===== config.mk =====
export PLATFORM = sky130hd
export DESIGN_NAME = fetch_unit
export DESIGN_NICKNAME = d
export VERILOG_FILES = /design/src/rtl/fetch_unit.sv
export SDC_FILE = /design/constraint.sdc
export NUM_CORES = 1
export LEC_CHECK = 0
export CAP_MARGIN = 20
export CORE_MARGIN = 5
export CORE_UTILIZATION = 40
export DETAILED_ROUTE_END_ITERATION = 12
export PLACE_DENSITY = 0.67
export SETUP_SLACK_MARGIN = 0.05
export SLEW_MARGIN = 20
export SYNTH_ARGS = -nofsm -noshare
export SYNTH_HDL_FRONTEND = slang
export SYNTH_SLANG_ARGS = --single-unit

===== constraint.sdc =====
create_clock -name clk -period 9.16 [get_ports clk]
set_input_delay 2.748 -clock clk [delete_from_list [all_inputs] [get_ports clk]]
set_output_delay 2.748 -clock clk [all_outputs]
set_load 0.1 [all_outputs]

===== src/rtl/fetch_unit.sv =====
`default_nettype none
// ============================================================================
// Module   : fetch_unit
// Purpose  : Instruction fetch front end. It issues one instruction-memory
//            request at a time and buffers the returned instructions in a
//            small FIFO for decode. A jump flushes the FIFO and drops any
//            response that is still in flight.
// Ports    : clk, reset           - clock, asynchronous active-high reset
//            pc_in, jump, pc_stall - program counter interface
//            imem_*               - instruction memory request/response
//            if_*, id_ready       - queue head presented to decode
// Revision : 1.0 - initial release
// ============================================================================
module fetch_unit #(
    parameter int QUEUE_DEPTH = 2
) (
    input  logic        clk,
    input  logic        reset,
    input  logic [31:0] pc_in,
    input  logic        jump,
    output logic        pc_stall,
    output logic        imem_req,
    output logic [31:0] imem_addr,
    input  logic        imem_gnt,
    input  logic        imem_rvalid,
    input  logic [31:0] imem_rdata,
    output logic        if_valid,
    output logic [31:0] if_instr,
    output logic [31:0] if_pc,
    input  logic        id_ready
);

    localparam int c_AW = (QUEUE_DEPTH > 1) ? $clog2(QUEUE_DEPTH) : 1;
    localparam int c_CW = c_AW + 1;
    localparam logic [c_CW-1:0] c_DEPTH = c_CW'(QUEUE_DEPTH);
    localparam logic [c_CW-1:0] c_ONE   = c_CW'(1);

    generate
        if (QUEUE_DEPTH < 2 || (QUEUE_DEPTH & (QUEUE_DEPTH - 1)) != 0) begin : g_depth_check
            $error("fetch_unit: QUEUE_DEPTH must be a power of two and >= 2");
        end
    endgenerate

    typedef enum logic [1:0] {
        S_IDLE = 2'd0,
        S_REQ  = 2'd1,
        S_WAIT = 2'd2,
        S_DROP = 2'd3
    } state_t;

    state_t          r_state;
    logic [31:0]     r_pending_pc;
    logic [31:0]     r_q_instr [QUEUE_DEPTH];
    logic [31:0]     r_q_pc    [QUEUE_DEPTH];
    logic [c_AW-1:0] r_rd_ptr;
    logic [c_AW-1:0] r_wr_ptr;
    logic [c_CW-1:0] r_count;

    logic            w_grant;
    logic            w_pop;
    logic            w_push;
    logic [c_CW-1:0] w_count_after_pop;
    logic [c_CW-1:0] w_count_post_push;

    assign w_grant = (r_state == S_REQ) && imem_gnt;
    // A flush wins over both decode acceptance and returning data.
    assign w_pop   = if_valid && id_ready && !jump;
    assign w_push  = (r_state == S_WAIT) && imem_rvalid && !jump;

    assign w_count_after_pop = r_count - {{c_AW{1'b0}}, w_pop};
    assign w_count_post_push = w_count_after_pop + c_ONE;

    assign imem_req  = (r_state == S_REQ);
    assign imem_addr = pc_in;
    // The PC may only advance in the cycle its address is accepted.
    assign pc_stall  = !w_grant;

    assign if_valid  = (r_count != '0);
    assign if_instr  = if_valid ? r_q_instr[r_rd_ptr] : 32'd0;
    assign if_pc     = if_valid ? r_q_pc[r_rd_ptr]    : 32'd0;

    // Control state, pointers and occupancy.
    always_ff @(posedge clk or posedge reset) begin
        if (reset) begin
            r_state      <= S_IDLE;
            r_pending_pc <= 32'd0;
            r_rd_ptr     <= '0;
            r_wr_ptr     <= '0;
            r_count      <= '0;
        end else begin
            if (jump) begin
                r_rd_ptr <= '0;
                r_wr_ptr <= '0;
                r_count  <= '0;
            end else begin
                if (w_pop)  r_rd_ptr <= r_rd_ptr + 1'b1;
                if (w_push) r_wr_ptr <= r_wr_ptr + 1'b1;
                r_count <= w_count_after_pop + {{c_AW{1'b0}}, w_push};
            end

            case (r_state)
                S_IDLE: begin
                    // A flush empties the queue, so there is always room.
                    if (jump || (w_count_after_pop < c_DEPTH)) r_state <= S_REQ;
                end
                S_REQ: begin
                    if (imem_gnt) begin
                        r_pending_pc <= pc_in;
                        // Granted on the old PC while redirecting: its data is stale.
                        r_state      <= jump ? S_DROP : S_WAIT;
                    end
                end
                S_WAIT: begin
                    if (imem_rvalid) begin
                        if (jump || (w_count_post_push < c_DEPTH)) r_state <= S_REQ;
                        else                                        r_state <= S_IDLE;
                    end else if (jump) begin
                        r_state <= S_DROP;
                    end
                end
                S_DROP: begin
                    // The stale response closes the transaction; a further
                    // jump only keeps us here while it is still outstanding.
                    if (imem_rvalid) r_state <= S_REQ;
                end
                default: r_state <= S_IDLE;
            endcase
        end
    end

    // Queue storage; contents are only meaningful below r_count.
    always_ff @(posedge clk) begin
        if (w_push) begin
            r_q_instr[r_wr_ptr] <= imem_rdata;
            r_q_pc[r_wr_ptr]    <= r_pending_pc;
        end
    end

    // Protocol checks.
    always_ff @(posedge clk) begin
        if (!reset) begin
            assert (!(w_push && !w_pop && (r_count == c_DEPTH)))
                else $error("fetch_unit: push into a full queue");
            assert (!(imem_rvalid && ((r_state == S_IDLE) || (r_state == S_REQ))))
                else $warning("fetch_unit: response with no outstanding request");
        end
    end

endmodule
`default_nettype wire


### Word level (Yosys, flattened, before mapping)

Memories as Yosys holds them, arrays and structs flattened.
Index checks and enable logic that the tools add are counted.

| operators by class | value |
|---|---|
| mux-type cells | 17 |
| add/subtract/negate cells | 5 |
| $lt $le $gt $ge | 2 |
| reductions and logical operators | 15 |
| equal/unequal tests | 7 |

Operator list:

| cell | number |
|---|---|
| 2-to-1 mux 32 bit | 2 |
| 2-to-1 mux 2 bit | 6 |
| 2-to-1 mux 1 bit | 8 |
| case mux 2 bit (4 select lines) | 1 |
| nonzero test 2 bit | 3 |
| logical AND 1 bit | 5 |
| equality test 2 bit (second input constant) | 2 |
| less-than comparator 2 bit (second input constant) | 2 |
| inequality test 2 bit (second input constant) | 2 |
| AND reduction 4 bit | 1 |
| inequality test 3 bit (second input constant) | 1 |
| adder 1 bit (second input constant) | 2 |
| adder 2 x 1 -> 2 bit | 1 |
| adder 2 x 1 -> 2 bit (second input constant) | 1 |
| equality test 2 x 1 -> 1 bit (second input constant) | 1 |
| logical NOT 1 bit | 2 |
| logical NOT 2 bit | 1 |
| logical OR 1 bit | 2 |
| inequality test 2 x 1 -> 1 bit (second input constant) | 1 |
| AND reduction 2 bit | 1 |
| subtractor 2 x 1 -> 2 bit | 1 |

| storage, ports and cells | value |
|---|---|
| register bits after elaboration | 38 |
| bits in writable memories | 128 |
| logic and storage cells | 53 |
| memories | 2 |

Memories:

| name | words | bits a word | read ports | clocked after memory_dff | write ports | line | text |
|---|---|---|---|---|---|---|---|
| r_q_instr | 2 | 32 | 1 | 0 | 1 | 53 | `logic [31:0] r_q_instr [QUEUE_DEPTH];` |
| r_q_pc | 2 | 32 | 1 | 0 | 1 | 54 | `logic [31:0] r_q_pc [QUEUE_DEPTH];` |

### Longest topological paths before layout

Gate-level depths: netlist of run 1.

| logic depth | value |
|---|---|
| depth in word-level cells | 10 |
| depth in mapped cells | 9 |
| mapped depth without buffers | 9 |

### Worst setup path before layout of run 1

OpenSTA, ideal clock, no wires.

| path | value |
|---|---|
| path type | input to register |
| from | in jump |
| to | mem r_q_instr[0][0] (enable) |
| path slack | 1.309 ns |
| data arrival time | 7.286 ns |
| path buffers | 1 |
| data required time | 8.595 ns |
| setup time | 0.565 ns |
| stages | 2 |
| cells stage by stage | buf_2 nor3_1 |

| on the way | value |
|---|---|
| word-level cells in the longest chain between the ends | 4 |

RTL lines:

| element | line | text |
|---|---|---|
| from (decl) | 20 | `input logic jump,` |
| logical NOT 1 bit | 68 | `assign w_push = (r_state == S_WAIT) && imem_rvalid && !jump;` |
| logical AND 1 bit | 68 |  |
| 2-to-1 mux 1 bit | 133 | `if (w_push) begin` |
| 2-to-1 mux 1 bit (not written as such) | 134 | `r_q_instr[r_wr_ptr] <= imem_rdata;` |
| to (decl) | 53 |  |

No other way between the ends.

### Final worst setup path of run 1

| path | value |
|---|---|
| from | in pc_in[4] |
| to | out imem_addr[4] |

RTL lines:

| element | line | text |
|---|---|---|
| from (decl) | 19 | `input logic [31:0] pc_in,` |
| to (decl) | 23 | `output logic [31:0] imem_addr,` |

No word-level cell between the ends.

==> results of run 1 <==
-- cell usage in the layout (no fill, tap or decap), drive strengths merged --
cell	Yosys	routed
a21oi	1	1
a31oi	1	1
and2	1	1
buf	48	6
bufinv	0	1
clkbuf	2	21
clkdlybuf4s50	0	167
clkinv	0	4
clkinvlp	0	4
dfrtp	38	38
edfxtp	128	128
ha	6	6
inv	8	10
mux2	32	32
mux2i	66	66
nand2	3	3
nand3	1	1
nand4	1	1
nor2	70	70
nor2b	2	2
nor3	1	1
o21ai	2	2
o221ai	1	1
or4b	1	1
xnor2	1	1
xor2	3	3
-- worst reg2reg max path, delay by kind of cell, from the launching register on --
family	cells	cell delay [ps]
flops	1	410
compound gates	1	230
fa+ha+maj	1	200
xor+xnor	1	190
simple gates	4	940
mux	1	120
buf+inv	1	90
-- through the flow --
| stage | utilization [%] | total power [mW] | worst slack (ps) | area (sq um) |
|---|---|---|---|---|
| 2_1_floorplan | - | 1.53 | 1310 | 6630 |
| 3_3_place_gp | 50.7 | 1.68 | 1980 | 8320 |
| 3_5_place_dp | 50.7 | 1.71 | 1990 | 8320 |
| 4_1_cts | 54.2 | 2.39 | 1990 | 8890 |
| 5_1_grt | 54.2 | 2.46 | 1960 | 8890 |
| 6_report | 54.2 | 2.36 | 1980 | 8890 |
-- worst min path at each step --
stage,start,endpoint,slack (ps),cells past startpoint
detailed placement,r_pending_pc[19],r_q_pc[1][19],450,0
finish,r_pending_pc[19],r_q_pc[1][19],470,0
floorplan,r_pending_pc[0],r_q_pc[0][0],440,0
global placement,r_pending_pc[26],r_q_pc[1][26],440,0
CTS,r_pending_pc[19],r_q_pc[1][19],470,0
global route,r_pending_pc[7],r_q_pc[1][7],480,0
-- flip-flops by register name (all words and copies together), names as in the netlist --
signal	flops
r_q_instr	64
r_pending_pc	32
r_wr_ptr	1
r_state	2
r_q_pc	64
r_count	2
r_rd_ptr	1
-- power groups by stage --
stage / sequential, mW / combinational (mW) / clock [mW]
2_1_floorplan: 1.01 / 0.523 / 0
3_3_place_gp: 1.03 / 0.653 / 0
3_5_place_dp: 1.04 / 0.667 / 0
4_1_cts: 1.02 / 0.669 / 0.695
5_1_grt: 1.04 / 0.699 / 0.729
6_report: 1.02 / 0.661 / 0.675
-- metal layers --
layer  wire length [microns]  track usage [%]  vias up
met1                    5650             16.3     1839
met2                    6350             22.9      139
met5                       0                0        -
met3                     933             5.10       10
met4                     164             4.89        0
li1                        -                -     1760
-- cell families after synthesis --
kind of cell    count (synthesis)  synth area share (%)
flops                         166                  72.4
mux                            98                  15.4
simple gates                   80                  4.81
buf+inv                        58                  5.31
fa+ha+maj                       6                  1.13
compound gates                  5                 0.453
xor+xnor                        4                 0.529
-- cell type report --
class                           count  area share, %
Sequential cell                   166           54.0
Inverter                            8          0.338
Clock inverter                     11           1.13
Tap cell                          220           3.10
Timing Repair Buffer              173           19.3
Clock buffer                       21           5.29
Multi-Input combinational cell    193           16.8
==> key figures, run 1 <==
Floorplan
  • Initial Utilization: 40.4%
  • Die Y: 139 microns
  • Die width: 139 microns
  • Site Rows: 47
  • Ports: 169
  • Total core area: 16400 sq um
  • Full die area: 19200 sq um

Yosys
  • Primary flip-flop cell chosen by synthesis mapping: edfxtp_1
  • Async SR Flop Fraction: 22.9%
  • Syn Nets: 493
  • Synthesized area: 6630 sq um
  • Synth top cells by count: edfxtp_1 (128), nor2_1 (70), mux2i_1 (66)
  • Synth unique cells: 24
  • Post-synth top area share: 58.0%
  • Post-synth EDFFs: 128
  • Cell with the most instances after synthesis: edfxtp_1
  • Area leader, netlist: edfxtp_1
  • Seq cells post-synth: 166
  • Post-Syn Area per Cell: 15.9 sq um
  • Mapped Cells: 417
  • Synth top area cells: edfxtp_1 (58%), dfrtp_1 (14%), mux2i_1 (10%)
  • Post-synthesis sequential area ratio: 72.4%
  • Warnings, synthesis: 0

Pwr
  • Sw power: 0.798 mW
  • Worst VDD drop: 0.136 mV
  • Sequential share of power: 43.4%
  • Clock network fraction of total power: 28.6%
  • Leakage: 3.04 nW
  • Int Power: 1.56 mW
  • Sw Share: 33.8%
  • Gate power share: 28.0%
  • Pwr Density: 266 nW/um^2

GRT
  • Initial antenna violation count: 0
  • Largest net degree at the start of global routing: 65
  • First-pass GRT wire length: 20.8 mm
  • Number of global-route vias before repair: 4071
  • Total GRT Usage: 13.7%
  • Gr ovfl total: 0

Route
  • Wire length per cell: 16.5 microns
  • First drt pass iteration count: 4
  • Via-to-Cell Ratio: 4.73
  • Final wirelength: 13.1 mm
  • Total DRC errors in the routed layout: 0
  • Via count: 3748
  • DR iter-0 viols: 146
  • Final ANT Viol Nets: 0

Run
  • Max Cap Viol: 0

Final layout
  • Layout Cells excl Fill: 792
  • Sequential cell area: 4800 sq um
  • Fill cell count: 1309
  • Area occupied by multi-input gates: 1500 sq um
  • Fin nets: 635
  • Area grow syn2layout: 34.1%
  • Share of layout cells above drive strength 1: 12.6%
  • Ant. Diodes: 0

Worst setup path
  • R2r worst-path depth: 9
  • Largest delay share family, worst path: buffers and inverters
  • Cell mode on critical path: clkdlybuf4s50_1
  • Reg2reg start: r_count[0]
  • CP endpoint kind: output pin
  • Crit path DAT: 4430 ps
  • Crit path launch type: input pin
  • End of the critical path: imem_addr[4]
  • Crit Path Category: input pin to output pin
  • Reg2Reg Setup Slack: 6870 ps
  • Critical Path RT: 6410 ps
  • CP startpoint: pc_in[4]
  • Crit path max-delay cell type: clkdlybuf4s50_1
  • Peak fanout along the critical path: 2
  • CP max stage delay: 1160 ps
  • Worst path bufs/invs: 2
  • Cell-by-cell trace of the critical path: clkdlybuf4s50_1 -> clkdlybuf4s50_1
  • Critical path depth: 2
  • Worst r2r dst: r_state[0]

Clocking
  • Num CTS Buffers: 17
  • CTS tree: done
  • Clk slew on worst S/H paths: 60 ps
  • Post-CTS sizing: 0
  • Post-CTS setup buffers: 0
  • Clock sink count: 166
  • Clock buffer depth: 2
  • Clock latency on the worst-skew pair: 410 ps
  • CTS root buf: clkbuf_16
  • H-tree depth: 4
  • Cts hold-fix bufs: 0

Placed design
  • Port bufs: 168
  • HPWL after DPL: 8.24 mm
  • Inst Count DP: 760
  • GP Congestion: 0.731

Timing
  • RSZ-0062 raised after global routing: no
  • Fin Setup TNS: 0 ps
  • Slew @ Worst Pin: 1020 ps
  • Final Hold Viols: 0
  • Share of the clock period used by the worst path: 78.3%
  • Fin. max-slew vios: 0
  • Setup Skew: 7.98 ps
  • Final setup fails: 0
  • Worst hold slack: 467 ps
  • Highest Clock Rate: 139 MHz
  • Post-layout minimum cycle time: 7180 ps
  • Rel. slew slack: 31.7%

Status
  • Outcome: finished, final reports clean

Min path
  • Worst hold path type: register to register
(Power assumes the default switching activity.)
==> run 2: changes to the inputs <==
- PLACE_DENSITY: 0.67 -> 0.7
- clock period: 9.16 -> 5.9 ns (I/O delays scaled with it)
==> key figures, run 2 (synthesized netlist as in run 1, its figures left out) <==
Pwr
  • Leakage: 3.09 nW
  • Pwr Density: 417 nW/um^2
  • Worst VDD drop: 0.287 mV
  • Final Total Pwr: 3.69 mW

Timing
  • Fin. max-slew vios: 0
  • Slew @ Worst Pin: 1000 ps
  • Share of the clock period used by the worst path: 81.7%
  • Final Hold Viols: 0
  • Rel. slew slack: 33.0%
  • Fin Setup TNS: 0 ps
  • RSZ-0062 raised after global routing: no
  • Setup Skew: 7.97 ps
  • Highest Clock Rate: 207 MHz
  • Final setup fails: 0
  • Post-layout minimum cycle time: 4820 ps

Clocking
  • Clock buffer depth: 2
  • Cts hold-fix bufs: 0
  • H-tree depth: 4
  • Num CTS Buffers: 17
  • CTS root buf: clkbuf_16
  • Post-CTS sizing: 0
  • CTS tree: done
  • Clock latency on the worst-skew pair: 410 ps
  • Clock sink count: 166
  • Clk slew on worst S/H paths: 60 ps
  • Post-CTS setup buffers: 0

Worst setup path
  • Crit Path Category: register to output pin
  • Critical Path RT: 4130 ps
  • Crit path launch type: register
  • CP endpoint kind: output pin
  • Peak fanout along the critical path: 34
  • Crit path DAT: 3050 ps

Run
  • Max Cap Viol: 0

GRT
  • Gr ovfl total: 0
  • First-pass GRT wire length: 20.4 mm
  • Initial antenna violation count: 0
  • Total GRT Usage: 13.4%
  • Largest net degree at the start of global routing: 65
  • Number of global-route vias before repair: 3907

Route
  • Wire length per cell: 16.3 microns
  • First drt pass iteration count: 4
  • Via count: 3683
  • DR iter-0 viols: 200
  • Final ANT Viol Nets: 0
  • Total DRC errors in the routed layout: 0
  • Via-to-Cell Ratio: 4.64
  • Final wirelength: 12.9 mm

Final layout
  • Ant. Diodes: 0
  • Most frequent cells in the layout: clkdlybuf4s50_1 (135), edfxtp_1 (128), nor2_1 (69), mux2i_1 (66)
  • Top flop regs: r_q_instr x64, r_q_pc x64, r_pending_pc x32
  • Commonest non-fill, non-tap cell in the layout: clkdlybuf4s50_1
  • Final Util: 54.0%
  • Layout Cells excl Fill: 793
  • Fin nets: 636
  • Share of layout cells above drive strength 1: 18.0%
  • Area grow syn2layout: 33.7%

Status
  • Outcome: finished, final reports clean

Floorplan
  • Site Rows: 47
  • Ports: 169
  • Total core area: 16400 sq um
  • Initial Utilization: 40.4%
  • Die width: 139 microns
  • Full die area: 19200 sq um
  • Die Y: 139 microns

Placed design
  • HPWL after DPL: 8.64 mm
  • Port bufs: 168
  • Inst Count DP: 761
  • GP Congestion: 0.700

Min path
  • Worst hold path type: register to register
## run 2: area by class of cell
type                       instances  area (sq um)
inverter                           8          30.0
timing repair buffer             174          1670
sequential                       166          4800
multi-input combinational        193          1500
clock buffer                      21           460
clock inverter                    11           124
fill                            1314          7550
tap                              220           275
## run 2: worst max-delay path, cell delays in order (launching register included)
cell	delay, ps
dfrtp_4	810
buf_12	320
mux2i_1	120
nor2_1	170
clkdlybuf4s50_1	1180
## run 2: metal layers
| metal | vias up | track usage [%] | share of wire (%) |
|---|---|---|---|
| met5 | - | 0 | 0 |
| met4 | 0 | 3.81 | 0.97 |
| met3 | 12 | 4.21 | 5.5 |
| met2 | 117 | 22.6 | 50 |
| met1 | 1792 | 16.9 | 44 |
| li1 | 1762 | - | - |
## run 2: power breakdown
part | total [mW] | internal, mW | leakage [nW] | switching (mW)
clock network | 1.07 | 0.647 | 0.283 | 0.428
registers | 1.59 | 1.48 | 1.61 | 0.109
logic | 1.02 | 0.331 | 1.20 | 0.693
total | 3.69 | 2.46 | 3.09 | 1.23
## run 2: per-stage QoR
| stage | hold slack (ps) | cell area (sq um) | worst slack [ps] |
|---|---|---|---|
| floorplan | 437 | 6630 | 980 |
| global placement | 442 | 8270 | 1480 |
| CTS | 469 | 8860 | 1000 |
| detailed placement | 453 | 8270 | 1460 |
| finish | 466 | 8860 | 1080 |
| global route | 480 | 8860 | 960 |
## run 2: final timing paths
| kind | startpoint | to | slack (ps) | depth (start not counted) |
|---|---|---|---|---|
| worst max register to register | r_count[0] | r_state[0] | 2870 | 10 |
| worst max-delay path | r_rd_ptr | if_pc[26] | 1080 | 4 |
| worst min register to register | r_pending_pc[20] | r_q_pc[0][20] | 470 | 0 |
| min in group asynchronous | reset | r_pending_pc[27] | 1660 | 2 |
| worst min-delay path | r_pending_pc[20] | r_q_pc[0][20] | 470 | 0 |
| max in group asynchronous | reset | r_pending_pc[18] | 3540 | 3 |
==> run 3: changes to the inputs <==
- clock period: 5.9 -> 3.9 ns (I/O delays scaled with it)
==> key figures, run 3 (synthesized netlist as in run 1, its figures left out) <==
Floorplan
  • Die width: 139 microns
  • Site Rows: 47
  • Initial Utilization: 40.4%
  • Total core area: 16400 sq um
  • Full die area: 19200 sq um
  • Die Y: 139 microns
  • Ports: 169

GRT
  • First-pass GRT wire length: 21.3 mm
  • Largest net degree at the start of global routing: 36
  • Number of global-route vias before repair: 4025
  • Initial antenna violation count: 0
  • Gr ovfl total: 0
  • Total GRT Usage: 14.0%

Timing
  • Post-layout minimum cycle time: 3300 ps
  • Final Hold Viols: 0
  • Fin. max-slew vios: 0
  • Slew @ Worst Pin: 750 ps
  • Worst hold slack: 464 ps
  • Fin Setup TNS: 0 ps
  • Setup Skew: 6.11 ps
  • Share of the clock period used by the worst path: 84.5%
  • Final worst setup slack: 604 ps
  • Final setup fails: 0
  • RSZ-0062 raised after global routing: no
  • Rel. slew slack: 49.9%
  • Highest Clock Rate: 303 MHz

Placed design
  • Setup WS pre-CTS: 648 ps
  • GP Congestion: 0.737
  • HPWL after DPL: 9.06 mm
  • Port bufs: 168

Worst setup path
  • Critical Path RT: 2730 ps
  • R2r worst-path depth: 9
  • Reg2Reg Setup Slack: 1230 ps
  • CP endpoint kind: output pin
  • Peak fanout along the critical path: 26
  • Worst r2r dst: r_state[0]
  • CP startpoint: r_count[0]
  • Reg2reg start: r_count[0]
  • End of the critical path: if_pc[24]
  • Crit path launch type: register
  • Crit path DAT: 2130 ps
  • Crit Path Category: register to output pin

Pwr
  • Pwr Density: 610 nW/um^2
  • Worst VDD drop: 0.303 mV
  • Leakage: 3.38 nW
  • Final Total Pwr: 5.55 mW

Route
  • First drt pass iteration count: 5
  • DR iter-0 viols: 147
  • Wire length per cell: 16.8 microns
  • Total DRC errors in the routed layout: 0
  • Via-to-Cell Ratio: 4.69
  • Final ANT Viol Nets: 0
  • Via count: 3736
  • Final wirelength: 13.4 mm

Status
  • Outcome: finished, final reports clean

Clocking
  • H-tree depth: 4
  • CTS root buf: clkbuf_16
  • Cts hold-fix bufs: 0
  • Clock buffer depth: 2
  • Clock sink count: 166
  • Num CTS Buffers: 17
  • Clock latency on the worst-skew pair: 410 ps
  • CTS tree: done
  • Post-CTS sizing: 0
  • Clk slew on worst S/H paths: 60 ps
  • Post-CTS setup buffers: 0

Final layout
  • Commonest non-fill, non-tap cell in the layout: edfxtp_1
  • Share of layout cells above drive strength 1: 30.7%
  • Ant. Diodes: 0
  • Top flop regs: r_q_instr x64, r_q_pc x64, r_pending_pc x32
  • Area grow syn2layout: 37.3%
  • Fin nets: 639
  • Most frequent cells in the layout: edfxtp_1 (128), buf_4 (73), nor2_1 (69), clkdlybuf4s50_1 (69), mux2i_1 (66)
  • Final Util: 55.5%

Run
  • Max Cap Viol: 0

Min path
  • Worst hold path type: register to register
==> run 3: cell type report <==
class / instances / area (sq um)
Timing Repair Buffer: 177 / 1940
Sequential cell: 166 / 4800
Clock inverter: 15 / 126
Multi-Input combinational cell: 193 / 1500
Inverter: 8 / 30.0
Tap cell: 220 / 275
Fill cell: 1310 / 7310
Clock buffer: 17 / 425
==> run 3: per-layer routing <==
layer	vias up	share of wire (%)	GRT usage [%]
met5	-	0	0
met4	0	1.4	5.10
met3	14	6.3	4.79
met2	109	50	23.5
met1	1857	43	16.8
li1	1756	-	-
==> run 3: worst min path at each step <==
| stage | start | end | slack, ps | cells after the start |
|---|---|---|---|---|
| after floorplan | r_pending_pc[0] | r_q_pc[0][0] | 440 | 0 |
| after global placement | r_pending_pc[29] | r_q_pc[0][29] | 440 | 0 |
| after detailed placement | r_pending_pc[29] | r_q_pc[1][29] | 450 | 0 |
| after CTS | r_pending_pc[29] | r_q_pc[1][29] | 470 | 0 |
| after global routing | r_pending_pc[18] | r_q_pc[0][18] | 480 | 0 |
| final | r_pending_pc[29] | r_q_pc[1][29] | 460 | 0 |
==> run 3: per-stage QoR <==
step / instance area (sq um) / cells
2_1_floorplan: 6640 / 417
6_report: 9100 / 796
3_5_place_dp: 8550 / 764
5_1_grt: 9100 / 796
4_1_cts: 9100 / 796
3_3_place_gp: 8550 / 764
==> run 3: power by group <==
| group | switching, mW | internal, mW | total (mW) |
|---|---|---|---|
| combinational | 1.08 | 0.522 | 1.60 |
| sequential | 0.146 | 2.24 | 2.39 |
| clock | 0.677 | 0.881 | 1.56 |
| total | 1.90 | 3.65 | 5.55 |
==> run 3: worst max-delay path, cell delays in order, from the launching register on <==
cell,delay (ps)
dfrtp_1,410
nor2_4,550
buf_4,390
nor2_1,100
buf_4,240
